[config.mk]
export PLATFORM = sky130hd
export DESIGN_NAME = mul24_seq_flat
export DESIGN_NICKNAME = d
export VERILOG_FILES = /design/src/rtl/mul24_pkg.sv /design/src/rtl/mul24_seq_if.sv /design/src/rtl/mul24_seq_adder.sv /design/src/rtl/mul24_seq.sv /design/src/flat_wrapper.sv
export SDC_FILE = /design/constraint.sdc
export NUM_CORES = 1
export LEC_CHECK = 0
export ABC_CLOCK_PERIOD_IN_PS = 11850
export CELL_PAD_IN_SITES_DETAIL_PLACEMENT = 1
export CELL_PAD_IN_SITES_GLOBAL_PLACEMENT = 1
export CORE_MARGIN = 3
export CORE_UTILIZATION = 36
export CTS_CLUSTER_DIAMETER = 120
export DETAILED_ROUTE_END_ITERATION = 10
export MAX_ROUTING_LAYER = met4
export PLACE_DENSITY = 0.81
export SYNTH_ARGS = -nofsm -noshare
export SYNTH_HDL_FRONTEND = slang
export SYNTH_SLANG_ARGS = --single-unit
[constraint.sdc]
create_clock -name clk -period 11.85 [get_ports clk]
set_clock_uncertainty 0.15 [all_clocks]
set_input_delay 2.37 -clock clk [delete_from_list [all_inputs] [get_ports clk]]
set_output_delay 2.37 -clock clk [all_outputs]
set_load 0.03 [all_outputs]
[src/rtl/mul24_pkg.sv]
// Shared constants and state encoding for the sequential 24x24 multiplier.
package mul24_pkg;

  localparam int WIDTH = 24;
  localparam int CNT_W = 5;
  localparam logic [CNT_W-1:0] LAST_CNT = 5'd23;

  typedef enum logic [1:0] {
    IDLE = 2'd0,
    RUN  = 2'd1,
    DONE = 2'd2
  } state_t;

endpackage

[src/rtl/mul24_seq_if.sv]
// Operand/result handshake bundle for mul24_seq; slave is the multiplier side.
interface mul24_seq_if;
  import mul24_pkg::*;

  logic                 in_valid;
  logic                 in_ready;
  logic [WIDTH-1:0]     a;
  logic [WIDTH-1:0]     b;
  logic                 out_valid;
  logic                 out_ready;
  logic [2*WIDTH-1:0]   product;
  logic                 busy;

  modport master (
    output in_valid, a, b, out_ready,
    input  in_ready, out_valid, product, busy
  );

  modport slave (
    input  in_valid, a, b, out_ready,
    output in_ready, out_valid, product, busy
  );

endinterface

[src/rtl/mul24_seq_adder.sv]
// 24-bit ripple-carry adder shared with the execute stage; carry-in is tied to zero.
module Mbledhesi24bit (
  input  logic [23:0] A,
  input  logic [23:0] B,
  output logic [23:0] Sum,
  output logic        CarryOut
);

  always_comb begin : ripple
    logic cy;
    Sum = '0;
    cy  = 1'b0;
    for (int i = 0; i < 24; i++) begin
      Sum[i] = A[i] ^ B[i] ^ cy;
      cy     = (A[i] & B[i]) | (cy & (A[i] ^ B[i]));
    end
    CarryOut = cy;
  end

endmodule

[src/rtl/mul24_seq.sv]
// Sequential 24x24 unsigned shift-and-add multiplier, one partial-product add per cycle.
// Optional build macro MUL24_EARLY_EXIT_EN: zero operands finish in one cycle without RUN work.
//
// state | meaning
// IDLE  | in_ready=1, waiting for operands
// RUN   | one add/shift per edge, count 0..23
// DONE  | out_valid=1, product held until out_ready
module mul24_seq
  import mul24_pkg::*;
#(
  parameter int WIDTH = mul24_pkg::WIDTH
) (
  input  logic      clk,
  input  logic      rst_n,
  mul24_seq_if.slave bus
);

  state_t               state;
  logic [CNT_W-1:0]     count;
  logic [2*WIDTH-1:0]   p;
  logic [WIDTH-1:0]     mcand;
  logic [WIDTH-1:0]     add_b;
  logic [WIDTH-1:0]     sum;
  logic                 carry;
  logic                 skip;
  logic                 in_ready_q;
  logic                 out_valid_q;
  logic                 busy_q;

  assign add_b = p[0] ? mcand : '0;

  Mbledhesi24bit u_add (
    .A        (p[2*WIDTH-1:WIDTH]),
    .B        (add_b),
    .Sum      (sum),
    .CarryOut (carry)
  );

`ifdef MUL24_EARLY_EXIT_EN
  assign skip = (bus.a == '0) || (bus.b == '0);
`else
  assign skip = 1'b0;
`endif

  assign bus.in_ready  = in_ready_q;
  assign bus.out_valid = out_valid_q;
  assign bus.busy      = busy_q;
  assign bus.product   = p;

  always_ff @(posedge clk) begin
    if (!rst_n) begin
      state       <= IDLE;
      count       <= '0;
      p           <= '0;
      mcand       <= '0;
      in_ready_q  <= 1'b0;
      out_valid_q <= 1'b0;
      busy_q      <= 1'b0;
    end else begin
      case (state)
        IDLE: begin
          in_ready_q <= 1'b1;
          if (bus.in_valid && in_ready_q) begin
            mcand      <= bus.a;
            state      <= RUN;
            in_ready_q <= 1'b0;
            // A skipped op parks on the last count with P=0, so the next edge lands in DONE with 0.
            if (skip) begin
              p      <= '0;
              count  <= LAST_CNT;
              busy_q <= 1'b0;
            end else begin
              p      <= {{WIDTH{1'b0}}, bus.b};
              count  <= '0;
              busy_q <= 1'b1;
            end
          end
        end
        RUN: begin
          p     <= {carry, sum, p[WIDTH-1:1]};
          count <= count + 1'b1;
          if (count == LAST_CNT) begin
            state       <= DONE;
            busy_q      <= 1'b0;
            out_valid_q <= 1'b1;
          end
        end
        DONE: begin
          // in_ready rises only after this edge, so there is no same-cycle re-accept.
          if (bus.out_ready) begin
            state       <= IDLE;
            out_valid_q <= 1'b0;
            in_ready_q  <= 1'b1;
          end
        end
        default: begin
          state       <= IDLE;
          in_ready_q  <= 1'b0;
          out_valid_q <= 1'b0;
          busy_q      <= 1'b0;
        end
      endcase
    end
  end

endmodule

[src/flat_wrapper.sv]
// flat-port wrapper written by rule: the top's interface ports become plain ports
module mul24_seq_flat import mul24_pkg::*;
#(
  parameter int WIDTH = mul24_pkg::WIDTH
)
  (clk, rst_n, bus_in_valid, bus_a, bus_b, bus_out_ready, bus_in_ready, bus_out_valid, bus_product, bus_busy);
  mul24_seq_if bus_i ();
  input  logic clk;
  input  logic rst_n;
  input wire logic [$bits(bus_i.in_valid)-1:0] bus_in_valid;
  input wire logic [$bits(bus_i.a)-1:0] bus_a;
  input wire logic [$bits(bus_i.b)-1:0] bus_b;
  input wire logic [$bits(bus_i.out_ready)-1:0] bus_out_ready;
  output wire logic [$bits(bus_i.in_ready)-1:0] bus_in_ready;
  output wire logic [$bits(bus_i.out_valid)-1:0] bus_out_valid;
  output wire logic [$bits(bus_i.product)-1:0] bus_product;
  output wire logic [$bits(bus_i.busy)-1:0] bus_busy;
  assign bus_i.in_valid = bus_in_valid;
  assign bus_i.a = bus_a;
  assign bus_i.b = bus_b;
  assign bus_i.out_ready = bus_out_ready;
  assign bus_in_ready = bus_i.in_ready;
  assign bus_out_valid = bus_i.out_valid;
  assign bus_product = bus_i.product;
  assign bus_busy = bus_i.busy;
  mul24_seq #(.WIDTH(WIDTH)) u_core (.clk(clk), .rst_n(rst_n), .bus(bus_i));
endmodule
==> run metrics <==
part of the power in registers=0.486; final setup fails=0; FF-to-FF setup slack=around 1.5 ns; largest net degree at the start of global routing=55; multi-input logic area=1890 µm²; asr flop ratio synth=0; final WL=about 11000 µm; Mapped Cells=419; area of the core=~10000 µm²; Peak VDD IR=51.4 µV; total power=around 0.63 mW; Critical Path Slowest Stage Cell=dfxtp_1; sequential area share after synthesis=0.430; Vias=approximately 3200; Lkg Pwr=~1.7 nW; GRT Overall Usage=0.190; placed cell count=around 630; die width=109 µm; Hold Path Class=flop to flop; Starting Density=0.380; IO Port Bufs=102; Post-CTS Resized=0; Sink Count=between 80 and 90; status=finished clean; die height=roughly 110 µm; Hold-fix buffers, CTS=0; area share of the largest cell type after synthesis=0.430; critical path capture point type=flop; Non-Filler Instances=around 640; clk buf depth=2; top cells by area, synth=dfxtp_1 43%, fa_1 12%, nand2_1 12%; num rows=36; final hold slack=roughly 0.31 ns; antenna violations before repair=0; fin crit share=0.873; arrival time worst endpoint=10.39 ns; Distinct cells, synth=39; number of synthesized register bits=82; Clock power frac=0.323; synth warn=0; clk_lat worst skew=between 0.3 and 0.4 ns; IO Count=a little over 100; vias in the first global route=~3500; Detail Route Antenna Nets=0; max cap viols=0; Reg area=between 1500 and 2000 µm²; CP peak stage delay=around 0.47 ns; grt ovf=0; Worst Slack Setup Final=between 1.5 and 2 ns; average cell area after synthesis=9.12 µm²; dpl hpwl=~7200 µm; Comb power frac=0.191; Startpoint Class=flop; Post-Place Worst Slack=between 1.5 and 2 ns; Wirelength per Cell=~16 µm; crit path kind=flop to flop; routed vias/inst=5.05; Worst-Margin Slew=1.14 ns; antenna cells=0; number of detailed-route iterations in the first pass=4; Slew Limit Headroom=0.236; CTS clk-pin slew, worst paths=approximately 0.080 ns; Final #Nets=approximately 580; DIE AREA=11900 µm²; first-pass GRT wire length=~17000 µm; DP Area=approximately 5000 µm²; sw frac=0.298; Final Util=0.503; H-tree Lvls=3; layout cell share with drive strength beyond 1=0.0570; DRC=0; global placer's final weighted congestion=0.825; fin. max-slew vios=0; net switching power figure=approximately 0.19 mW; Syn Nets=496; Primary FF master, synth=dfxtp_1; most frequent cell on the critical path=fa_1; design area=slightly above 5000 µm²; EDFF count, synth=0; Crit path required time=11.90 ns; fillcell total=around 1200; largest area contributor in the netlist=dfxtp_1; CTS Root Cell=clkbuf_8; synth-to-layout area growth=32.3%; post-CTS setup buffers=0; Post-Syn Area=3820 µm²; CP max FO=8; PwrDens=roughly 120 nW/µm²; Max Clk Rate=about 97 MHz; RSZ-0062 raised after global routing=false; DRT iter0 DRCs=about 160; setup TNS=0 ns; Num CTS Buffers=9; minimum clock period=10.34 ns; Hold Vio Cnt, Final=0; Internal Power=around 0.44 mW; TritonCTS clock tree=yes
==> power by group through the flow <==
stage          Clock (mW)  Sequential (mW)  Combinational, mW
3_3_place_gp            0            0.310              0.117
2_1_floorplan           0            0.328             0.0518
3_5_place_dp            0            0.310              0.120
5_1_grt             0.220            0.307              0.130
6_report            0.202            0.304              0.119
4_1_cts             0.209            0.304              0.121
==> path summary, 6_finish.rpt <==
path,startpoint,end,depth (start not counted)
setup / recovery,u_core.bus.product[0],u_core.bus.product[46],29
setup reg to reg,u_core.bus.product[0],u_core.bus.product[46],29
hold / removal,u_core.mcand[1],u_core.mcand[1],2
hold reg to reg,u_core.mcand[1],u_core.mcand[1],2
==> cell type report <==
class / instances / area share
Tap cell: 133 / 0.0329
Inverter: 27 / 0.0200
Clock inverter: 7 / 0.0134
Timing Repair Buffer: 108 / 0.211
Clock buffer: 9 / 0.0245
Multi-Input combinational cell: 276 / 0.374
Sequential cell: 82 / 0.325
==> cell usage after synthesis (all sizes together), types with 2 or more instances <==
cell type / instances
nand3b: 2
clkbuf: 9
and2: 2
o31ai: 24
a21oi: 28
fa: 23
xor2: 2
nand2: 120
a32o: 2
nor3: 2
o2bb2ai: 24
ha: 2
a31oi: 24
dfxtp: 82
inv: 27
nor2: 3
nand3: 3
buf: 25
nand2b: 2
==> state kept, by name (all words and copies together), names as in the netlist <==
| register | count |
|---|---|
| u_core.bus.product | 48 |
| u_core.mcand | 24 |
| u_core.count | 5 |
| u_core.state | 2 |
| u_core.bus.busy | 1 |
| u_core.bus.in_ready | 1 |
| u_core.bus.out_valid | 1 |
==> metal layers <==
layer	vias to the layer above	global-route usage	routed length, µm
li1	1589	-	-
met1	1571	0.229	4700
met2	74	0.317	5190
met3	7	0.0503	550
met4	0	0.0460	80
met5	-	-	0
==> placed cells by master, fill, tap and decap left out, types with 2 or more instances in the layout <==
master / count
and2_1: 2
o2bb2ai_1: 22
fa_1: 23
nand3_1: 3
clkinv_2: 4
clkbuf_8: 9
nor2_1: 3
nand2_1: 120
o31ai_1: 24
dfxtp_1: 82
a32o_1: 2
o2bb2ai_2: 2
inv_1: 27
a31oi_1: 24
a21oi_1: 27
nand2b_1: 2
ha_1: 2
buf_4: 6
xor2_1: 2
clkdlybuf4s50_1: 102
nand3b_1: 2
==> cell families (layout without fill, tap and decap cells) <==
| logic type | after synthesis | after routing | synth area share |
|---|---|---|---|
| AOI/OAI and AO/OA | 108 | 108 | 0.200 |
| xor gates and xnor gates | 2 | 2 | 0.00458 |
| adders and majority gates | 25 | 25 | 0.127 |
| buffers and inverters | 61 | 151 | 0.0802 |
| DFF | 82 | 82 | 0.430 |
| and+or+nand+nor | 141 | 141 | 0.159 |
==> critical path: cells and delay by family, from the launching register on <==
family	cells	cell delay (ns)
buffers and inverters	3	0.19
AOI/OAI and AO/OA	1	0.05
adders and majority gates	24	9.12
DFF	1	0.47
and+or+nand+nor	1	0.19
Power figures use the tool's default switching activity.
